[src/rtl/mem_io_responder_if.sv]
// Datapath-to-responder memory bus: read/write strobes, address, write data and
// read data returned one cycle after MemRead.
interface mem_io_responder_if;
  localparam int unsigned DW = 8;

  logic          MemRead;
  logic          wren;
  logic [DW-1:0] address;
  logic [DW-1:0] data;
  logic [DW-1:0] q;

  modport master (output MemRead, wren, address, data, input q);
  modport slave  (input MemRead, wren, address, data, output q);
endinterface

[src/rtl/mem_io_responder.sv]
// Memory-bus responder: addresses below IO_BASE pass through to external RAM,
// the I/O window holds LED, synchronized switches, a compare timer and a TX byte FIFO.
module mem_io_responder #(
  parameter logic [7:0]  IO_BASE    = 8'hF0,
  parameter int unsigned FIFO_DEPTH = 4
) (
  input  logic              clock,
  input  logic              reset,
  mem_io_responder_if.slave bus,
  output logic [7:0]        ram_address,
  output logic              ram_wren,
  output logic [7:0]        ram_data,
  input  logic [7:0]        ram_q,
  input  logic [7:0]        sw_in,
  output logic [7:0]        led_out,
  output logic [7:0]        tx_data,
  output logic              tx_valid,
  input  logic              tx_ready,
  output logic              timer_irq
);
  localparam int unsigned DW = 8;
  localparam int unsigned PW = $clog2(FIFO_DEPTH);
  localparam int unsigned CW = PW + 1;

  localparam logic [DW-1:0] OFF_LED    = 8'd0;
  localparam logic [DW-1:0] OFF_SW     = 8'd1;
  localparam logic [DW-1:0] OFF_TCOUNT = 8'd2;
  localparam logic [DW-1:0] OFF_TCTRL  = 8'd3;
  localparam logic [DW-1:0] OFF_TCMP   = 8'd4;
  localparam logic [DW-1:0] OFF_STATUS = 8'd5;
  localparam logic [DW-1:0] OFF_TXDATA = 8'd6;
  localparam logic [DW-1:0] OFF_TXSTAT = 8'd7;

  logic          w_io_sel;
  logic [DW-1:0] w_off;
  logic          w_io_wr;
  logic [DW-1:0] w_io_rd;
  logic          w_full;
  logic          w_empty;
  logic          w_pop;
  logic          w_push;
  logic          w_push_ok;
  logic          w_ovf;
  logic          w_match;
  logic          w_tclr;
  logic [1:0]    w_w1c;

  logic [DW-1:0] r_led;
  logic [DW-1:0] r_sw_meta;
  logic [DW-1:0] r_sw_sync;
  logic [DW-1:0] r_tcount;
  logic [DW-1:0] r_tcmp;
  logic          r_tctrl_en;
  logic [1:0]    r_status;
  logic [DW-1:0] r_io_rdata;
  logic          r_sel_ram;
  logic          r_rd_valid;
  logic [DW-1:0] r_mem [FIFO_DEPTH];
  logic [PW-1:0] r_wptr;
  logic [PW-1:0] r_rptr;
  logic [CW-1:0] r_count;

  assign w_io_sel  = (bus.address >= IO_BASE);
  assign w_off     = bus.address - IO_BASE;
  assign w_io_wr   = bus.wren & w_io_sel;
  assign w_full    = (r_count == CW'(FIFO_DEPTH));
  assign w_empty   = (r_count == '0);
  assign w_pop     = ~w_empty & tx_ready;
  assign w_push    = w_io_wr & (w_off == OFF_TXDATA);
  // a full FIFO still accepts a push when the head leaves on the same edge
  assign w_push_ok = w_push & (~w_full | w_pop);
  assign w_ovf     = w_push & w_full & ~w_pop;
  assign w_match   = r_tctrl_en & (r_tcount == r_tcmp);
  assign w_tclr    = w_io_wr & (w_off == OFF_TCTRL) & bus.data[1];
  assign w_w1c     = (w_io_wr && (w_off == OFF_STATUS)) ? bus.data[1:0] : 2'b00;

  // register read mux, sampled before any same-edge update
  always_comb begin
    w_io_rd = '0;
    if (w_io_sel) begin
      case (w_off)
        OFF_LED:    w_io_rd = r_led;
        OFF_SW:     w_io_rd = r_sw_sync;
        OFF_TCOUNT: w_io_rd = r_tcount;
        OFF_TCTRL:  w_io_rd = DW'(r_tctrl_en);
        OFF_TCMP:   w_io_rd = r_tcmp;
        OFF_STATUS: w_io_rd = DW'(r_status);
        OFF_TXSTAT: w_io_rd = {4'(r_count), 2'b00, w_full, w_empty};
        default:    w_io_rd = '0;
      endcase
    end
  end

  always_ff @(posedge clock or posedge reset) begin
    if (reset) begin
      r_led      <= '0;
      r_sw_meta  <= '0;
      r_sw_sync  <= '0;
      r_tcount   <= '0;
      r_tcmp     <= 8'hFF;
      r_tctrl_en <= 1'b0;
      r_status   <= '0;
      r_io_rdata <= '0;
      r_sel_ram  <= 1'b1;
      r_rd_valid <= 1'b0;
    end else begin
      if (bus.MemRead) begin
        r_rd_valid <= 1'b1;
        r_sel_ram  <= ~w_io_sel;
        r_io_rdata <= w_io_rd;
      end
      if (w_io_wr && (w_off == OFF_LED))   r_led      <= bus.data;
      if (w_io_wr && (w_off == OFF_TCMP))  r_tcmp     <= bus.data;
      if (w_io_wr && (w_off == OFF_TCTRL)) r_tctrl_en <= bus.data[0];
      r_sw_meta <= sw_in;
      r_sw_sync <= r_sw_meta;
      if (w_tclr)          r_tcount <= '0;
      else if (r_tctrl_en) r_tcount <= r_tcount + 8'd1;
      // sticky flags: a fresh set wins over a same-edge write-one-to-clear
      r_status <= {w_ovf, w_match} | (r_status & ~w_w1c);
    end
  end

  always_ff @(posedge clock or posedge reset) begin
    if (reset) begin
      r_wptr  <= '0;
      r_rptr  <= '0;
      r_count <= '0;
    end else begin
      if (w_push_ok) r_wptr <= r_wptr + PW'(1);
      if (w_pop)     r_rptr <= r_rptr + PW'(1);
      if (w_push_ok && !w_pop)      r_count <= r_count + CW'(1);
      else if (!w_push_ok && w_pop) r_count <= r_count - CW'(1);
    end
  end

  always_ff @(posedge clock) begin
    if (w_push_ok) r_mem[r_wptr] <= bus.data;
  end

  assign ram_address = bus.address;
  assign ram_data    = bus.data;
  assign ram_wren    = bus.wren & ~w_io_sel;
  assign led_out     = r_led;
  assign tx_valid    = ~w_empty;
  assign tx_data     = w_empty ? '0 : r_mem[r_rptr];
  assign timer_irq   = r_status[0];
  // until the first read after reset, q shows the cleared io_rdata
  assign bus.q       = (r_rd_valid && r_sel_ram) ? ram_q : r_io_rdata;
endmodule

[src/flat_wrapper.sv]
// flat-port wrapper written by rule: the top's interface ports become plain ports
module mem_io_responder_flat 
#(
  parameter logic [7:0]  IO_BASE    = 8'hF0,
  parameter int unsigned FIFO_DEPTH = 4
)
  (clock, reset, ram_address, ram_wren, ram_data, ram_q, sw_in, led_out, tx_data, tx_valid, tx_ready, timer_irq, bus_MemRead, bus_wren, bus_address, bus_data, bus_q);
  mem_io_responder_if bus_i ();
  input  logic clock;
  input  logic reset;
  output logic [7:0] ram_address;
  output logic ram_wren;
  output logic [7:0] ram_data;
  input  logic [7:0] ram_q;
  input  logic [7:0] sw_in;
  output logic [7:0] led_out;
  output logic [7:0] tx_data;
  output logic tx_valid;
  input  logic tx_ready;
  output logic timer_irq;
  input wire logic [$bits(bus_i.MemRead)-1:0] bus_MemRead;
  input wire logic [$bits(bus_i.wren)-1:0] bus_wren;
  input wire logic [$bits(bus_i.address)-1:0] bus_address;
  input wire logic [$bits(bus_i.data)-1:0] bus_data;
  output wire logic [$bits(bus_i.q)-1:0] bus_q;
  assign bus_i.MemRead = bus_MemRead;
  assign bus_i.wren = bus_wren;
  assign bus_i.address = bus_address;
  assign bus_i.data = bus_data;
  assign bus_q = bus_i.q;
  mem_io_responder #(.IO_BASE(IO_BASE), .FIFO_DEPTH(FIFO_DEPTH)) u_core (.clock(clock), .reset(reset), .bus(bus_i), .ram_address(ram_address), .ram_wren(ram_wren), .ram_data(ram_data), .ram_q(ram_q), .sw_in(sw_in), .led_out(led_out), .tx_data(tx_data), .tx_valid(tx_valid), .tx_ready(tx_ready), .timer_irq(timer_irq));
endmodule
[config.mk]
export PLATFORM = sky130hd
export DESIGN_NAME = mem_io_responder_flat
export DESIGN_NICKNAME = d
export VERILOG_FILES = /design/src/rtl/mem_io_responder_if.sv /design/src/rtl/mem_io_responder.sv /design/src/flat_wrapper.sv
export SDC_FILE = /design/constraint.sdc
export NUM_CORES = 1
export LEC_CHECK = 0
export ABC_AREA = 0
export CELL_PAD_IN_SITES_DETAIL_PLACEMENT = 1
export CELL_PAD_IN_SITES_GLOBAL_PLACEMENT = 2
export CORE_MARGIN = 1
export CORE_UTILIZATION = 39
export DETAILED_ROUTE_END_ITERATION = 10
export GPL_TIMING_DRIVEN = 1
export PLACE_DENSITY_LB_ADDON = 0.25
export REMOVE_ABC_BUFFERS = 1
export SYNTH_ARGS = -nofsm -noshare
export SYNTH_HDL_FRONTEND = slang
export SYNTH_SLANG_ARGS = --single-unit
[constraint.sdc]
create_clock -name clock -period 4.78 [get_ports clock]
set_input_delay 1.195 -clock clock [delete_from_list [all_inputs] [get_ports clock]]
set_output_delay 1.195 -clock clock [all_outputs]
set_load 0.005 [all_outputs]
==> flow_metrics.env <==
export IMPL_cp_arrival_ps=2610
export IMPL_maxCapViolCount=0
export IMPL_synthToLayoutAreaGrowth_pct=22.93
export IMPL_fin_worst_skew_ps=11.75
export IMPL_layoutNonFillerInstCount=513
export IMPL_dp_slack_ps=953.2
export IMPL_drcViolationCount=0
export IMPL_numPortBuffers=79
export IMPL_synth_area_um2=4289
export IMPL_grt_pass1_wl_mm=15.59
export IMPL_synth_largest_area_cell="dfrtp_1"
export IMPL_critical_path_class="in2out"
export IMPL_p_per_area_nw_per_um2=387.4
export IMPL_wl_per_cell_um=18.93
export IMPL_drt_first_pass_iters=4
export IMPL_drv_slew=0
export IMPL_rsz0062_at_grt="false"
export IMPL_nFillCells=1042
export IMPL_setup_violations=0
export IMPL_comb_power_share=0.245
export IMPL_clock_latency_ps=370
export IMPL_power_uw=2043
export IMPL_final_area_um2=5273
export IMPL_cts_sinks=92
export IMPL_antenna_cells=0
export IMPL_start_util=0.4081
export IMPL_worstSetupStartpoint="bus_address[6]"
export IMPL_fin_crit_ps=3810
export IMPL_grt_max_degree=32
export IMPL_vias_per_cell=5.162
export IMPL_cts_root_buf="clkbuf_8"
export IMPL_synth_top_area_frac=0.2975
export IMPL_ctsLongestPathBuffers=2
export IMPL_ys_top_cells_by_area="dfrtp_1 30%, edfxtp_1 22%, dfstp_2 5.5%"
export IMPL_cts_tree="yes"
export IMPL_yosys_warnings=0
export IMPL_syn_inst=309
export IMPL_row_count=37
export IMPL_die_h_um=106.9
export IMPL_p_leak_uw=0.002064
export IMPL_dp_hpwl_mm=7.167
export IMPL_period_share=0.7970
export IMPL_antenna_found_initial=0
export IMPL_track_usage=0.1844
export IMPL_fin_nets=416
export IMPL_die_w_um=106.9
export IMPL_internal_power_uw=1446
export IMPL_ctsResizeCount=0
export IMPL_rrSetupSlack_ps=2400
export IMPL_path_clk_slew_ps=90
export IMPL_hp_start="u_core.r_sw_meta[3]$_DFF_PP0_"
export IMPL_asyncSetResetFlopFracSynth=0.6522
export IMPL_cp_max_fo=4
export IMPL_fin_tns_setup_ps=0
export IMPL_core_um2=10510
export IMPL_r2r_start="u_core.r_count[2]$_DFFE_PP0P_"
export IMPL_post_cts_buffers=0
export IMPL_slew_headroom=0.5290
export IMPL_postRouteAntennaNets=0
export IMPL_synth_avg_cell_area_um2=13.88
export IMPL_grt_pass1_vias=2833
export IMPL_cts_made_buffers=9
export IMPL_ys_ff_latch=92
export IMPL_tightest_slew_ps=706.5
export IMPL_placed_cell_area_um2=5079
export IMPL_critPathLaunchType="primary input"
export IMPL_required_ps=3590
export IMPL_dp_cells=497
export IMPL_num_io_pins=80
export IMPL_outcome="complete, no violations"
export IMPL_ys_seq_area_frac=0.5767
export IMPL_drt_iter0_drc=102
export IMPL_synth_cell_types=53
export IMPL_vias=2648
export IMPL_die_area_um2=11420
export IMPL_cts_hold_buf=0
export IMPL_synth_main_ff_cell="dfrtp_1"
export IMPL_final_layout_size_suffix_gt1_frac=0.1698
export IMPL_wirelength_mm=9.712
export IMPL_h_tree_depth=3
export IMPL_switching_power_uw=596.1
export IMPL_fmax_ghz=0.2625
export IMPL_hp_class="reg2reg"
export IMPL_finalHoldViolations=0
export IMPL_p_clk_frac=0.248
export IMPL_cp_end_kind="output pin"
export IMPL_overflow=0
export IMPL_routabilityCongestion=0.7757
export IMPL_netSwitchingFraction=0.2919
export IMPL_worst_slack_ps=970.2
export IMPL_p_seq_frac=0.507
export IMPL_synth_edf_count=32
export IMPL_irDropWorstVdd_mv=0.3110
[flip-flops by register name, summed over array words and instances (netlist names)]
name,count
u_core.r_io_rdata,8
u_core.r_sw_sync,8
u_core.r_tctrl_en,1
u_core.r_sw_meta,8
u_core.r_status,2
u_core.r_wptr,2
u_core.r_mem,32
u_core.led_out,8
u_core.r_sel_ram,1
u_core.r_rd_valid,1
u_core.r_rptr,2
u_core.r_tcmp,8
u_core.r_count,3
u_core.r_tcount,8
[metrics by stage]
step	util	hold WS, ps
after floorplan	-	331.2
after global placement	0.4833	335.7
after detailed placement	0.4833	336.3
after CTS	0.5017	357.9
after global routing	0.5017	363.6
final	0.5017	354.7
[cells in the final DEF, fill, tap and decap left out, types with 3 or more instances in the layout]
cell type        count
inv_1                6
and2_1              14
nand2_1             13
xor2_1               9
ha_1                 6
clkdlybuf4s50_1     79
a32oi_1              3
nand4_1              5
mux2_4               9
edfxtp_1            32
nor2_1              18
xnor2_1             12
mux2_1               9
buf_4                5
mux2i_1              9
o2bb2ai_1            5
nand3_1              6
a21oi_1              3
clkbuf_8            10
mux4_2               9
o32ai_1              3
mux2_2              10
dfrtp_1             51
a211oi_1             3
dfstp_2              9
[synth_stat cells (all sizes together) (5+ instances only)]
cell / n
and2: 14
xor2: 9
nand2: 14
mux4: 9
buf: 27
inv: 7
mux2: 28
o2bb2ai: 5
dfrtp: 51
clkbuf: 5
xnor2: 12
nor2: 19
dfstp: 9
edfxtp: 32
nand3: 6
nand4: 5
ha: 6
mux2i: 9
[kinds of logic after synthesis]
| logic type | after synthesis | synth area share |
|---|---|---|
| AND/OR/NAND/NOR | 78 | 0.1044 |
| XOR/XNOR | 21 | 0.04288 |
| multiplexers | 46 | 0.1497 |
| buffers and inverters | 39 | 0.05484 |
| flip-flops | 92 | 0.5767 |
| adder cells (fa/ha/maj) | 7 | 0.02217 |
| AO/OA/AOI/OAI | 26 | 0.04930 |
[worst max-delay path: stages]
cell and delay, ps:
clkdlybuf4s50_1 510, nand4_1 220, and2_1 250, clkdlybuf4s50_1 440
[area by class of cell]
class	count	area (um^2)	share of cell area
Timing Repair Buffer	84	828.3	0.1571
Tap cell	136	170.2	0.03227
Multi-Input combinational cell	178	1580	0.2997
Sequential cell	92	2474	0.4691
Inverter	7	26.28	0.004983
Clock buffer	12	166.4	0.03156
Clock inverter	4	27.53	0.005221
[path summary, 6_finish.rpt]
check | end | cells after the start
max | ram_wren | 4
min in group asynchronous | u_core.led_out[3]$_DFFE_PP0P_ | 2
min | u_core.r_sw_sync[3]$_DFF_PP0_ | 0
max reg2reg | u_core.r_count[2]$_DFFE_PP0P_ | 8
min reg2reg | u_core.r_sw_sync[3]$_DFF_PP0_ | 0
max in group asynchronous | u_core.r_sel_ram$_DFFE_PP1P_ | 3
[metal layers]
| layer | GRT usage | part of all wire | vias up |
|---|---|---|---|
| met4 | 0.05969 | 0.016 | 0 |
| met3 | 0.04742 | 0.032 | 15 |
| met1 | 0.2578 | 0.49 | 1366 |
| met5 | 0 | 0 | - |
| met2 | 0.2802 | 0.46 | 45 |
| li1 | - | - | 1222 |
[power by group through the flow]
stage | registers [uW] | logic (uW) | clock network [uW]
CTS | 1040 | 510 | 523
finish | 1040 | 501 | 506
global placement | 1050 | 496 | 0
detailed placement | 1050 | 508 | 0
floorplan | 997 | 284 | 0
global route | 1050 | 553 | 548
(Power assumes the default switching activity.)
